<file path="src/rtl/rns_pkg.sv">
// rtl/rns_pkg.sv - shared constants and modulus-(2^(2N)-1) helpers for the RNS reverse converter
package rns_pkg;

  localparam int N_MAX = 32;
  localparam int W_MAX = 2 * N_MAX;
  localparam int N_DEF = 20;

  typedef logic [W_MAX-1:0]   word_t;
  typedef logic [3*N_MAX-1:0] wide_t;

  localparam word_t MOD_HI = (word_t'(1) << (2 * N_DEF)) - word_t'(1);
  localparam wide_t M = ((wide_t'(1) << N_DEF) + wide_t'(1)) * (wide_t'(1) << N_DEF) *
                        ((wide_t'(1) << N_DEF) - wide_t'(1));

  // Loop form keeps w == W_MAX legal without an oversized shift.
  function automatic word_t low_mask(input int w);
    word_t m;
    m = '0;
    for (int i = 0; i < W_MAX; i++)
      if (i < w) m[i] = 1'b1;
    return m;
  endfunction

  function automatic word_t eac_add(input word_t a, input word_t b, input int w);
    logic [W_MAX:0] s;
    logic [W_MAX:0] c;
    word_t          m;
    word_t          r;
    m = low_mask(w);
    s = {1'b0, a & m} + {1'b0, b & m};
    c = s >> w;
    r = (s[W_MAX-1:0] & m) + word_t'(c[0]);
    return r & m;
  endfunction

  // {z, z} rotated right by one bit inside a 2n-bit word.
  function automatic word_t rot_dup(input word_t z, input int n);
    word_t d;
    word_t m;
    m = low_mask(2 * n);
    d = ((z << n) | z) & m;
    return ((d >> 1) | (word_t'(d[0]) << (2 * n - 1))) & m;
  endfunction

  function automatic word_t a1_word(input word_t x1, input int n);
    word_t hi;
    word_t z;
    hi = x1 >> n;
    z  = (x1 & low_mask(n) & ~word_t'(1)) | word_t'(hi[0] ^ x1[0]);
    return rot_dup(z, n);
  endfunction

  function automatic word_t a2_word(input word_t x2, input int n);
    word_t m;
    m = low_mask(n);
    return (((~x2) & m) << n) | m;
  endfunction

  function automatic word_t a3_word(input word_t x3, input int n);
    return rot_dup(x3 & low_mask(n), n);
  endfunction

endpackage

</file>
<file path="src/rtl/rns_mod_add_2n1.sv">
// rtl/rns_mod_add_2n1.sv - combinational end-around-carry adder modulo 2^W-1
module rns_mod_add_2n1
  import rns_pkg::*;
#(
  parameter int W = 40
) (
  input  logic [W-1:0] a,
  input  logic [W-1:0] b,
  output logic [W-1:0] s
);

  assign s = W'(eac_add(word_t'(a), word_t'(b), W));

endmodule

</file>
<file path="src/rtl/rns_reverse_converter_pipe.sv">
// rtl/rns_reverse_converter_pipe.sv - 3-stage {2^N+1, 2^N, 2^N-1} reverse converter; RNS_REVERSE_RANGE_CHECK_EN adds out_err
module rns_reverse_converter_pipe
  import rns_pkg::*;
#(
  parameter int N = 20
) (
  input  logic           clk,
  input  logic           rst_n,
  input  logic           in_valid,
  output logic           in_ready,
  input  logic [N:0]     x1,
  input  logic [N-1:0]   x2,
  input  logic [N-1:0]   x3,
  output logic           out_valid,
  input  logic           out_ready,
  output logic [3*N-1:0] out,
  output logic           out_err
);

  localparam int W     = 2 * N;
  localparam int OUT_W = 3 * N;

  logic         v1, v2;
  logic         load1, load2, load3;
  logic [N:0]   s1_x1;
  logic [N-1:0] s1_x2, s2_x2;
  logic [W-1:0] s1_a1, s1_a2, s1_a3;
  logic [W-1:0] s2_s11, s2_s12;
  logic [W-1:0] x1_neg, s11_c, s12_c, y_c, y_n;

  // Each stage refills whenever it is empty, so bubbles collapse under a stall.
  assign load3    = !out_valid || out_ready;
  assign load2    = !v2 || load3;
  assign load1    = !v1 || load2;
  assign in_ready = load1;

  always_ff @(posedge clk) begin
    if (!rst_n) begin
      v1    <= 1'b0;
      s1_x1 <= '0;
      s1_x2 <= '0;
      s1_a1 <= '0;
      s1_a2 <= '0;
      s1_a3 <= '0;
    end else if (load1) begin
      v1    <= in_valid;
      s1_x1 <= x1;
      s1_x2 <= x2;
      s1_a1 <= W'(a1_word(word_t'(x1), N));
      s1_a2 <= W'(a2_word(word_t'(x2), N));
      s1_a3 <= W'(a3_word(word_t'(x3), N));
    end
  end

  // One's complement of x1 is its additive inverse modulo 2^W-1.
  assign x1_neg = ~(W'(s1_x1));

  rns_mod_add_2n1 #(.W(W)) u_add_s11 (.a(s1_a1), .b(x1_neg), .s(s11_c));
  rns_mod_add_2n1 #(.W(W)) u_add_s12 (.a(s1_a2), .b(s1_a3),  .s(s12_c));

  always_ff @(posedge clk) begin
    if (!rst_n) begin
      v2     <= 1'b0;
      s2_x2  <= '0;
      s2_s11 <= '0;
      s2_s12 <= '0;
    end else if (load2) begin
      v2     <= v1;
      s2_x2  <= s1_x2;
      s2_s11 <= s11_c;
      s2_s12 <= s12_c;
    end
  end

  rns_mod_add_2n1 #(.W(W)) u_add_y (.a(s2_s11), .b(s2_s12), .s(y_c));

  // All-ones is the redundant zero of the EAC adder and must not reach out.
  assign y_n = (y_c == {W{1'b1}}) ? '0 : y_c;

  always_ff @(posedge clk) begin
    if (!rst_n) begin
      out_valid <= 1'b0;
      out       <= '0;
    end else if (load3) begin
      out_valid <= v2;
      out       <= OUT_W'({y_n, s2_x2});
    end
  end

`ifdef RNS_REVERSE_RANGE_CHECK_EN
  logic s1_err, s2_err;

  always_ff @(posedge clk) begin
    if (!rst_n) begin
      s1_err  <= 1'b0;
      s2_err  <= 1'b0;
      out_err <= 1'b0;
    end else begin
      if (load1) s1_err  <= (x1 > {1'b1, {N{1'b0}}});
      if (load2) s2_err  <= s1_err;
      if (load3) out_err <= s2_err;
    end
  end
`else
  assign out_err = 1'b0;
`endif

endmodule

</file>
<file path="config.mk">
export PLATFORM = sky130hd
export DESIGN_NAME = rns_reverse_converter_pipe
export DESIGN_NICKNAME = d
export VERILOG_FILES = /design/src/rtl/rns_pkg.sv /design/src/rtl/rns_mod_add_2n1.sv /design/src/rtl/rns_reverse_converter_pipe.sv
export SDC_FILE = /design/constraint.sdc
export NUM_CORES = 1
export LEC_CHECK = 0
export CAP_MARGIN = 20
export CORE_MARGIN = 2
export CORE_UTILIZATION = 40
export DETAILED_ROUTE_END_ITERATION = 10
export GPL_TIMING_DRIVEN = 0
export HOLD_SLACK_MARGIN = 0.02
export PLACE_DENSITY = 0.59
export REMOVE_ABC_BUFFERS = 1
export SYNTH_ARGS = -nofsm -noshare
export SYNTH_HDL_FRONTEND = slang
export SYNTH_SLANG_ARGS = --single-unit
export TNS_END_PERCENT = 1
</file>
<file path="constraint.sdc">
create_clock -name clk -period 11.1 [get_ports clk]
set_input_delay 2.775 -clock clk [delete_from_list [all_inputs] [get_ports clk]]
set_output_delay 2.775 -clock clk [all_outputs]
set_load 0.01 [all_outputs]
</file>
* Yosys cells after proc, flatten, opt, wreduce, memory -nomap -nowiden
Cells that the tools add are included.
** Word-level totals
- Register bits after elaboration :: 324
- Bits of input ports :: 65
- Logic and storage cells :: 44
** Operators by class
- $add $sub $neg :: 6
- Equal/unequal tests :: 1
- Multiplexer cells :: 3
- Bitwise operators :: 16
- Reduce and logical (&&, ||, !) cells :: 6
** Operators with widths (number)
- $add A40 B40 Y41 :: 3
- $add A40 B1 Y40 :: 3
- $and A40 B40 Y40 :: 3
- $or A40 B20 Y40 :: 2
- $and A41 B40 Y41 :: 1
- $or A41 B21 Y41 :: 1
- $and A20 B20 Y20 :: 2
- $eq A40 B40 Y1 const B :: 1
- $mux W40 :: 1
- $not A21 Y40 :: 1
- $or A39 B40 Y40 :: 1
- $or A40 B40 Y40 :: 1
- $and A21 B20 Y21 :: 1
- $or A21 B1 Y21 :: 1
- $not A20 Y20 :: 1
- $logic_not A1 Y1 :: 3
- $logic_or A1 B1 Y1 :: 3
- $mux W1 :: 2
- $xor A1 B1 Y1 :: 1

* Depth between registers and ports, before layout
Gate-level depths: netlist of the first run.
- Depth in word-level cells :: 12
- Depth in mapped cells :: 28
- Depth with buffers taken out :: 26

* Modules after synthesis
From an unflattened synthesis of the first run, not the netlist that was laid out.
** Unflattened totals
- Cells, all modules :: 2736
- Area total of the unflattened synthesis :: 21122.8 µm²
** Modules (own cells, without submodules)
- rns_reverse_converter_pipe :: instances 1, cells an instance 1131, area an instance 9482.8 µm², seq. area each 4924.7 µm²
- rns_mod_add_2n1 at u_add_s12 ... :: instances 2, cells an instance 540, area an instance 3955.0 µm², seq. area each 0.0 µm²
- rns_mod_add_2n1 at u_add_s11 :: instances 1, cells an instance 525, area an instance 3729.8 µm², seq. area each 0.0 µm²

* Worst setup path before layout of the first run
OpenSTA, ideal clock, no wires.
- Path type :: input-to-output
- From :: input out_ready
- To :: output in_ready
- Arrival :: 3782 ps
- Path slack :: 4543 ps
- Stages :: 6
- Path through :: nor2b_1 -> clkbuf_1 -> and3_1 -> inv_1 -> clkbuf_1 -> buf_1
** Between the ends
- Longest elaborated chain between the ends :: 3
** Ends and longest elaborated chain
- from (decl) :: line rns_reverse_converter_pipe.sv:15 : input logic out_ready,
- $logic_or A1 B1 Y1 :: line rns_reverse_converter_pipe.sv:32 : assign load3 = !out_valid || out_ready;
- $logic_or A1 B1 Y1 :: line rns_reverse_converter_pipe.sv:33 : assign load2 = !v2 || load3;
- $logic_or A1 B1 Y1 :: line rns_reverse_converter_pipe.sv:34 : assign load1 = !v1 || load2;
- to (decl) :: line rns_reverse_converter_pipe.sv:10 : output logic in_ready,
No other way between the ends.

* Worst setup path after layout of the first run
Same ends and word-level chain as after synthesis.

==> results.cfg, run 1 <==
[run_status]
outcome = finished, final reports clean

[synthesis]
synth_area_leaders = sky130_fd_sc_hd__dfxtp_1 27%, sky130_fd_sc_hd__ha_1 8.6%, sky130_fd_sc_hd__nand2_1 7.9%
synthXorXnorAreaFrac_pct = 8.56
synthesis.yosys.warnings = 0
sequential_area_share_after_synthesis_pct = 26.9
yosys.area_share.simple_pct = 26.3
synth.area.mux_share_pct = 0.792
postSynthRegisterBits = 246
netlist_instances = 2438
synthAdderAreaFrac_pct = 8.94
synth_largest_area_cell = sky130_fd_sc_hd__dfxtp_1
number_of_flops_mapped_to_enable_cells_by_yosys = 0
ys_dominant_reg_cell = sky130_fd_sc_hd__dfxtp_1
synth-compound-area-share_pct = 24.3
syn-cell-area_um2 = 18300
netlist.area_leader.share_pct = 26.9
dominant_combinational_cell_family_by_area_after_synthesis = simple AND/OR/NAND/NOR gates
synthDistinctLibCells = 102
syn_area_per_cell_um2 = 7.51
asyncSetResetFlopFracSynth_pct = 0

[die]
die_height_um = 218
total_core_area_um2 = 45300
design.die.area_um2 = 47500
floorplan.initialDensity_pct = 40.4
die_x_um = 218
num_rows = 78
io_pins = 128

[route]
route.detailed.vias_per_inst = 5.65
wire_per_inst_um = 17.9
dr.pass1.iters = 6
routed_wirelength_mm = 55.5
dr_total_vias = 17536
drt_first_iter_violations = 1067
final_antenna_net_count = 0
post_detailed_route_drc_marker_count = 0

[sta]
timing.slew.headroom_pct = 25.4
rsz0062_at_grt = no
measured_slew_at_the_worst_slew_check_pin_ns = 1.12
setup_ws_ns = 2.89
max_clock_freq_mhz = 122
finalSetupViolations = 0
min_period_ns = 8.21
min_period_over_period_pct = 73.9
clock-skew-final_ns = 0.0371
final-max-slew-violation-count = 0
timing.final.hold_violations = 0

[final_layout]
n_antenna_cell = 0
post-route-cell-area_um2 = 21100
fill_cells = 4611
nets = 2674
mostFrequentLayoutCell = sky130_fd_sc_hd__nand2_1
final_cell_mix = 386 x sky130_fd_sc_hd__nand2_1, 256 x sky130_fd_sc_hd__a21oi_1, 246 x sky130_fd_sc_hd__dfxtp_1
syn_to_final_growth_pct = 15.4
share_of_layout_cells_above_drive_strength_1_pct = 5.32

[critical_path]
type_of_element_capturing_the_critical_path = output pin
r2r_path_start = s1_a2[19]
critical_path.max_fanout = 49
critical_path.slowest_cell = sky130_fd_sc_hd__clkdlybuf4s50_1
rrSetupSlack_ns = 3.40
criticalPathCategory = in2out
critPathLaunch = out_ready
timing.critical_path.cells = clkdlybuf4s50_1, nor2b_4, and3_2, buf_12, inv_2, clkdlybuf4s50_1
critical_path.startpoint_type = input port
critical_path_required_ns = 8.33
crit_top_cell = sky130_fd_sc_hd__clkdlybuf4s50_1
timing.critical_path.slowest_cell_delay_ns = 0.56
arrival_ns = 5.43

[job]
number_of_max_cap_violations = 0

[clocking]
worst_skew_pair.late_latency_ns = 0.61
path_clk_slew_ns = 0.05
max-clock-path-buffers = 3
hold_buffers = 0
tritoncts = done
cts_buffers = 30
numClockSinks = 246
post_cts_resize_count = 0
h-tree-depth = 1
cts.repair_timing.setup_buffer_count = 0
clock_tree.root_cell = sky130_fd_sc_hd__clkbuf_16

[power_and_ir_drop]
worst_ir_drop_vdd_uv = 120
p_leak_nw = 8.25
cell_area_power_density_nw_per_um2 = 143

[placed_design]
io_buffers = 126
pre_cts_slack_ns = 2.87
post_dp_cell_area_um2 = 20000
gp_congestion = 0.890
hpwlAfterDp_mm = 43.7

[global_route]
grt_pass1_wl_mm = 89.0
grt_remaining_overflow = 0
grt_pass1_vias = 16657
grtUsageTotal_pct = 23.0
antenna_found_initial = 0
pin_count_of_the_biggest_net_entering_global_routing = 165

[min_path]
class_of_the_tightest_hold_or_removal_check = reg2reg
hold_start = s1_x1[20]
## final timing paths
kind	endpoint	cells past startpoint
max	in_ready	6
min	s1_x1[20]	2
max reg2reg	s2_s12[37]	22
min reg2reg	s1_x1[20]	2
## cell families after synthesis
group,Yosys count
simple gates,997
fa+ha+maj,129
buf+inv,196
other cells,1
compound gates,679
flops,246
xor+xnor,176
mux,14
## Yosys cell counts, types with 55 or more instances
master                       n
sky130_fd_sc_hd__inv_1      68
sky130_fd_sc_hd__nand2_1   387
sky130_fd_sc_hd__dfxtp_1   246
sky130_fd_sc_hd__nor3_1     55
sky130_fd_sc_hd__ha_1      126
sky130_fd_sc_hd__xor2_1     66
sky130_fd_sc_hd__xnor2_1   108
sky130_fd_sc_hd__nor2_1    212
sky130_fd_sc_hd__clkbuf_1  100
sky130_fd_sc_hd__nand3_1    77
sky130_fd_sc_hd__o21ai_0   111
sky130_fd_sc_hd__a21oi_1   256
## worst max-delay path: cells and delay by family
kind	cells	cell delay [ns]
buf+inv	4	1.55
simple gates	2	1.03
## power breakdown
part | switching [mW] | internal (mW) | leakage [nW] | total [mW]
Clock | 0.405 | 0.643 | 0.521 | 1.05
Sequential | 0.0609 | 0.966 | 2.04 | 1.03
Combinational | 0.567 | 0.389 | 5.69 | 0.956
Total | 1.03 | 2.00 | 8.25 | 3.03
## through the flow
stage	hold slack (ns)	TNS, ns	utilization [%]	total power, mW	instances
floorplan	0.432	0	-	1.70	2311
global placement	0.437	-2.34	43.7	1.98	3037
detailed placement	0.446	0	44.2	1.99	3046
CTS	0.455	0	46.6	3.05	3099
global route	0.467	0	46.7	3.20	3101
finish	0.454	0	46.7	3.03	3101
## sequential cells by signal (all words and copies together), names as in the netlist
signal     cells
out           60
s1_x2         20
out_valid      1
s2_s11        40
s2_s12        40
v1             1
v2             1
s1_x1         21
s2_x2         20
s1_a2         21
s1_a3         20
s1_a1          1
## layout make-up
| cell class | count | area [um2] | area share [%] |
|---|---|---|---|
| Multi-Input combinational cell | 1996 | 12600 | 59.8 |
| Sequential cell | 246 | 4920 | 23.3 |
| Timing Repair Buffer | 137 | 1480 | 7.00 |
| Clock buffer | 42 | 876 | 4.14 |
| Tap cell | 600 | 751 | 3.55 |
| Inverter | 69 | 267 | 1.26 |
| Clock inverter | 11 | 198 | 0.935 |
## routing by layer
metal	part of all wire, %	global-route usage, %	up-vias	wire length, um
met2	45	38.6	344	25200
li1	-	-	8870	-
met4	2.6	5.99	0	1430
met1	48	31.4	8244	26700
met3	3.8	2.18	78	2140
met5	0	0	-	0
Power figures use the tool's default switching activity.
==> run 2: changes to the inputs <==
--- a/config.mk
+++ b/config.mk
@@ -11,7 +11,7 @@
 export DETAILED_ROUTE_END_ITERATION = 10
 export GPL_TIMING_DRIVEN = 0
 export HOLD_SLACK_MARGIN = 0.02
-export PLACE_DENSITY = 0.59
+export PLACE_DENSITY = 0.61
 export REMOVE_ABC_BUFFERS = 1
 export SYNTH_ARGS = -nofsm -noshare
 export SYNTH_HDL_FRONTEND = slang
==> constraint.sdc (replaced) <==
create_clock -name clk -period 6.6 [get_ports clk]
set_input_delay 1.65 -clock clk [delete_from_list [all_inputs] [get_ports clk]]
set_output_delay 1.65 -clock clk [all_outputs]
set_load 0.01 [all_outputs]
==> results.cfg, run 2 (synthesis results as in run 1) <==
[run_status]
outcome = finished, final reports clean

[critical_path]
critical_path_destination = out[53]
criticalPathCategory = reg2reg
critical_path_required_ns = 7.05
critical_path.max_fanout = 9
critPathLaunch = s2_s11[0]
reg2reg_depth = 27
critical_path.startpoint_type = flip-flop
r2r_path_start = s2_s11[0]
arrival_ns = 6.78
rrSetupSlack_ns = 0.27
critical_path.slowest_cell = sky130_fd_sc_hd__nor4_1
rr_endpoint = out[53]
type_of_element_capturing_the_critical_path = flip-flop
timing.critical_path.slowest_cell_delay_ns = 0.84

[clocking]
clock_tree.root_cell = sky130_fd_sc_hd__clkbuf_16
max-clock-path-buffers = 3
path_clk_slew_ns = 0.06
h-tree-depth = 1
numClockSinks = 246
cts_buffers = 31
worst_skew_pair.late_latency_ns = 0.60
tritoncts = done
hold_buffers = 0

[die]
total_core_area_um2 = 45300
die_x_um = 218
num_rows = 78
design.die.area_um2 = 47500
die_height_um = 218
io_pins = 128
floorplan.initialDensity_pct = 40.4

[sta]
final.setup.tns_ns = 0
clock-skew-final_ns = 0.0279
max_clock_freq_mhz = 158
final-max-slew-violation-count = 0
measured_slew_at_the_worst_slew_check_pin_ns = 0.993
timing.slew.headroom_pct = 33.2
timing.final.hold_violations = 0
min_period_ns = 6.33
min_period_over_period_pct = 95.9
finalSetupViolations = 0

[final_layout]
share_of_layout_cells_above_drive_strength_1_pct = 7.06
final_cell_mix = 385 x sky130_fd_sc_hd__nand2_1, 256 x sky130_fd_sc_hd__a21oi_1, 243 x sky130_fd_sc_hd__dfxtp_1
finalCoreUtilization_pct = 47.4
fill_cells = 4568
syn_to_final_growth_pct = 17.3
largestRegisters = out x60, s2_s11 x40, s2_s12 x40
multi_input_area_um2 = 12900
n_antenna_cell = 0
largest_register_ff_count = 60
register_ranked_first_by_flip_flop_count = out
nets = 2690
mostFrequentLayoutCell = sky130_fd_sc_hd__nand2_1
seqCellArea_um2 = 4930

[global_route]
pin_count_of_the_biggest_net_entering_global_routing = 163
grt_pass1_wl_mm = 90.2
grtUsageTotal_pct = 23.4
antenna_found_initial = 0
grt_remaining_overflow = 0
grt_pass1_vias = 16759

[route]
route.detailed.vias_per_inst = 5.65
dr_total_vias = 17642
routed_wirelength_mm = 56.7
final_antenna_net_count = 0
dr.pass1.iters = 5
drt_first_iter_violations = 1178
wire_per_inst_um = 18.2
post_detailed_route_drc_marker_count = 0

[power_and_ir_drop]
worst_ir_drop_vdd_uv = 219
cell_area_power_density_nw_per_um2 = 239
p_leak_nw = 8.41

[placed_design]
io_buffers = 126
gp_congestion = 0.892
hpwlAfterDp_mm = 43.9

[min_path]
class_of_the_tightest_hold_or_removal_check = reg2reg

[job]
number_of_max_cap_violations = 0
## run 2: cell type report
class	count	share of cell area, %
Timing Repair Buffer	150	7.44
Sequential cell	246	23.0
Clock inverter	17	0.961
Clock buffer	40	4.00
Multi-Input combinational cell	1998	59.9
Inverter	69	1.24
Tap cell	600	3.49
## run 2: stage by stage
stage	cells	hold WS, ns	power, mW	setup WS [ns]	area (um2)
floorplan	2311	0.432	2.86	-0.330	17800
global placement	3037	0.437	3.33	-4.47	19800
detailed placement	3045	0.447	3.35	-0.961	20000
CTS	3107	0.455	5.14	0.0188	21300
global route	3120	0.468	5.42	-0.0173	21500
finish	3120	0.452	5.13	0.271	21500
## run 2: worst min path at each step
stage,to,cells past startpoint,start
after floorplan,s1_x1[0],2,s1_x1[0]
after global placement,v2,2,v1
after detailed placement,s2_x2[4],2,s2_x2[4]
after CTS,out[0],2,out[0]
after global routing,out[16],2,out[16]
final,s2_x2[14],2,s2_x2[14]
## run 2: timing repair
| item | in CTS | in global routing |
|---|---|---|
| buffers inserted | 3 | 11 |
| pin swaps | 2 | 11 |
| gates cloned | 2 | 0 |
| endpoints found under the setup margin | 69 | 55 |
| gates resized for setup | 25 | 18 |
## run 2: layer usage
metal	global-route usage, %	wire, um	vias to the layer above
li1	-	-	8941
met1	31.1	26900	8258
met2	39.2	25800	344
met3	2.90	2120	99
met4	7.48	1950	0
met5	0	0	-
## run 2: worst max-delay path, delay by kind of cell, from the launching register on
kind | cells | cell delay (ns)
AOI/OAI and AO/OA | 9 | 1.38
adders and majority gates | 4 | 1.00
buffers and inverters | 4 | 0.53
DFF | 1 | 0.34
and+or+nand+nor | 10 | 2.91
## run 2: power breakdown
group	switching [mW]	total, mW	internal (mW)
combinational	0.990	1.65	0.660
sequential	0.103	1.73	1.62
clock	0.704	1.75	1.04
==> run 3: changes to the inputs <==
--- a/config.mk
+++ b/config.mk
@@ -11,7 +11,6 @@
 export DETAILED_ROUTE_END_ITERATION = 10
 export GPL_TIMING_DRIVEN = 0
 export HOLD_SLACK_MARGIN = 0.02
-export PLACE_DENSITY = 0.61
 export REMOVE_ABC_BUFFERS = 1
 export SYNTH_ARGS = -nofsm -noshare
 export SYNTH_HDL_FRONTEND = slang
==> constraint.sdc (replaced) <==
create_clock -name clk -period 6.6 [get_ports clk]
set_input_delay 1.65 -clock clk [delete_from_list [all_inputs] [get_ports clk]]
set_output_delay 1.65 -clock clk [all_outputs]
set_load 0.1 [all_outputs]
==> results.cfg, run 3 (synthesis results as in run 1) <==
[final_layout]
largestRegisters = out x60, s2_s11 x40, s2_s12 x40
post-route-cell-area_um2 = 21300
final_cell_mix = 385 x sky130_fd_sc_hd__nand2_1, 256 x sky130_fd_sc_hd__a21oi_1, 243 x sky130_fd_sc_hd__dfxtp_1
mostFrequentLayoutCell = sky130_fd_sc_hd__nand2_1
share_of_layout_cells_above_drive_strength_1_pct = 6.96
n_antenna_cell = 0
multi_input_area_um2 = 12900
syn_to_final_growth_pct = 16.5
seqCellArea_um2 = 4930
nets = 2686
register_ranked_first_by_flip_flop_count = out
largest_register_ff_count = 60
fill_cells = 4582
final_cells = 3113

[critical_path]
criticalPathCategory = reg2reg
critical_path_required_ns = 7.02
path_delay_family = simple AND/OR/NAND/NOR gates
critical_path.startpoint_type = flip-flop
type_of_element_capturing_the_critical_path = flip-flop
critical_path_buf_inv_count = 3
critical_path.slowest_cell = sky130_fd_sc_hd__or4_1
arrival_ns = 6.80
timing.critical_path.slowest_cell_delay_ns = 0.53
critical_path.max_fanout = 5

[die]
num_rows = 78
io_pins = 128
die_x_um = 218
floorplan.initialDensity_pct = 40.4
design.die.area_um2 = 47500
die_height_um = 218
total_core_area_um2 = 45300

[sta]
final.setup.tns_ns = 0
rsz0062_at_grt = yes
max_clock_freq_mhz = 157
min_period_over_period_pct = 96.7
measured_slew_at_the_worst_slew_check_pin_ns = 1.06
finalSetupViolations = 0
final-max-slew-violation-count = 0
timing.slew.headroom_pct = 29.1
min_period_ns = 6.38
timing.final.hold_violations = 0
clock-skew-final_ns = 0.0275

[global_route]
grt_pass1_vias = 16784
grt_remaining_overflow = 0
pin_count_of_the_biggest_net_entering_global_routing = 133
met2_layer_usage_reported_by_global_route_pct = 40.8
grtUsageTotal_pct = 23.7
globalRoute.busiestLayer = met2
globalRouteMet3Util_pct = 1.98
grt_pass1_wl_mm = 91.2
antenna_found_initial = 0
globalRouteMet1Util_pct = 32.0

[job]
number_of_max_cap_violations = 0

[power_and_ir_drop]
worst_ir_drop_vdd_uv = 225
p_leak_nw = 8.34
netSwitchingFraction_pct = 39.7
combPwrFrac_pct = 37.4
clock_power_share_pct = 29.8
power.internal_mw = 3.18
seq_power_share_pct = 32.8
p_sw_mw = 2.09
cell_area_power_density_nw_per_um2 = 247

[route]
dr.pass1.iters = 5
final_antenna_net_count = 0
route.detailed.vias_per_inst = 5.68
drt_first_iter_violations = 1133
post_detailed_route_drc_marker_count = 0
wire_per_inst_um = 18.3
dr_total_vias = 17669
routed_wirelength_mm = 56.9

[clocking]
path_clk_slew_ns = 0.06
worst_skew_pair.late_latency_ns = 0.60
max-clock-path-buffers = 3
clock_tree.root_cell = sky130_fd_sc_hd__clkbuf_16
h-tree-depth = 1
hold_buffers = 0
cts_buffers = 29
tritoncts = done
numClockSinks = 246

[placed_design]
io_buffers = 126
dpl.cell_count = 3046
gp_congestion = 0.905
hpwlAfterDp_mm = 44.1
post_dp_cell_area_um2 = 20000

[run_status]
outcome = finished, final reports clean

[min_path]
class_of_the_tightest_hold_or_removal_check = reg2reg
-- run 3: metrics by stage --
step / total power, mW / util, % / setup slack (ns) / hold slack [ns]
global route: 5.56 / 47.1 / -0.146 / 0.474
CTS: 5.27 / 46.6 / 0.00151 / 0.452
global placement: 3.64 / 43.7 / -4.86 / 0.437
finish: 5.26 / 47.1 / 0.215 / 0.449
detailed placement: 3.66 / 44.2 / -1.06 / 0.445
floorplan: 3.17 / - / -0.717 / 0.432
-- run 3: metal layers --
| metal | up-vias | routed length [um] |
|---|---|---|
| met5 | - | 0 |
| met4 | 0 | 1340 |
| met3 | 67 | 1940 |
| met2 | 322 | 26700 |
| met1 | 8363 | 27000 |
| li1 | 8917 | - |
-- run 3: timing repair --
action                     4_1_cts  5_1_grt
setup endpoints to repair       68       62
setup buffers                    2        9
pin swaps                        3       14
cloned                           2        1
gates resized for setup         24       26
-- run 3: worst min-delay path, cell delays in order (launching register included) --
cell and delay [ns]:
sky130_fd_sc_hd__dfxtp_1 0.31, sky130_fd_sc_hd__nand2_1 0.05, sky130_fd_sc_hd__a21oi_1 0.05
-- run 3: worst paths after layout --
| kind | startpoint | to | slack (ns) | depth (start not counted) |
|---|---|---|---|---|
| worst min-delay path | out[0] | out[0] | 0.45 | 2 |
| worst max-delay path | s2_s12[0] | out[30] | 0.22 | 27 |
| worst max register to register | s2_s12[0] | out[30] | 0.22 | 27 |
| worst min register to register | out[0] | out[0] | 0.45 | 2 |
-- run 3: final cells by class --
type                            instances  area share, %
Multi-Input combinational cell       1999           60.5
Sequential cell                       246           23.1
Timing Repair Buffer                  147           7.29
Clock buffer                           39           3.91
Tap cell                              600           3.52
Inverter                               69           1.25
Clock inverter                         13          0.469
-- run 3: power by group through the flow --
stage / clock, mW / combinational [mW] / sequential, mW
2_1_floorplan: 0 / 1.12 / 2.05
3_3_place_gp: 0 / 1.88 / 1.76
3_5_place_dp: 0 / 1.90 / 1.76
4_1_cts: 1.61 / 1.93 / 1.73
5_1_grt: 1.67 / 2.15 / 1.74
6_report: 1.57 / 1.97 / 1.72
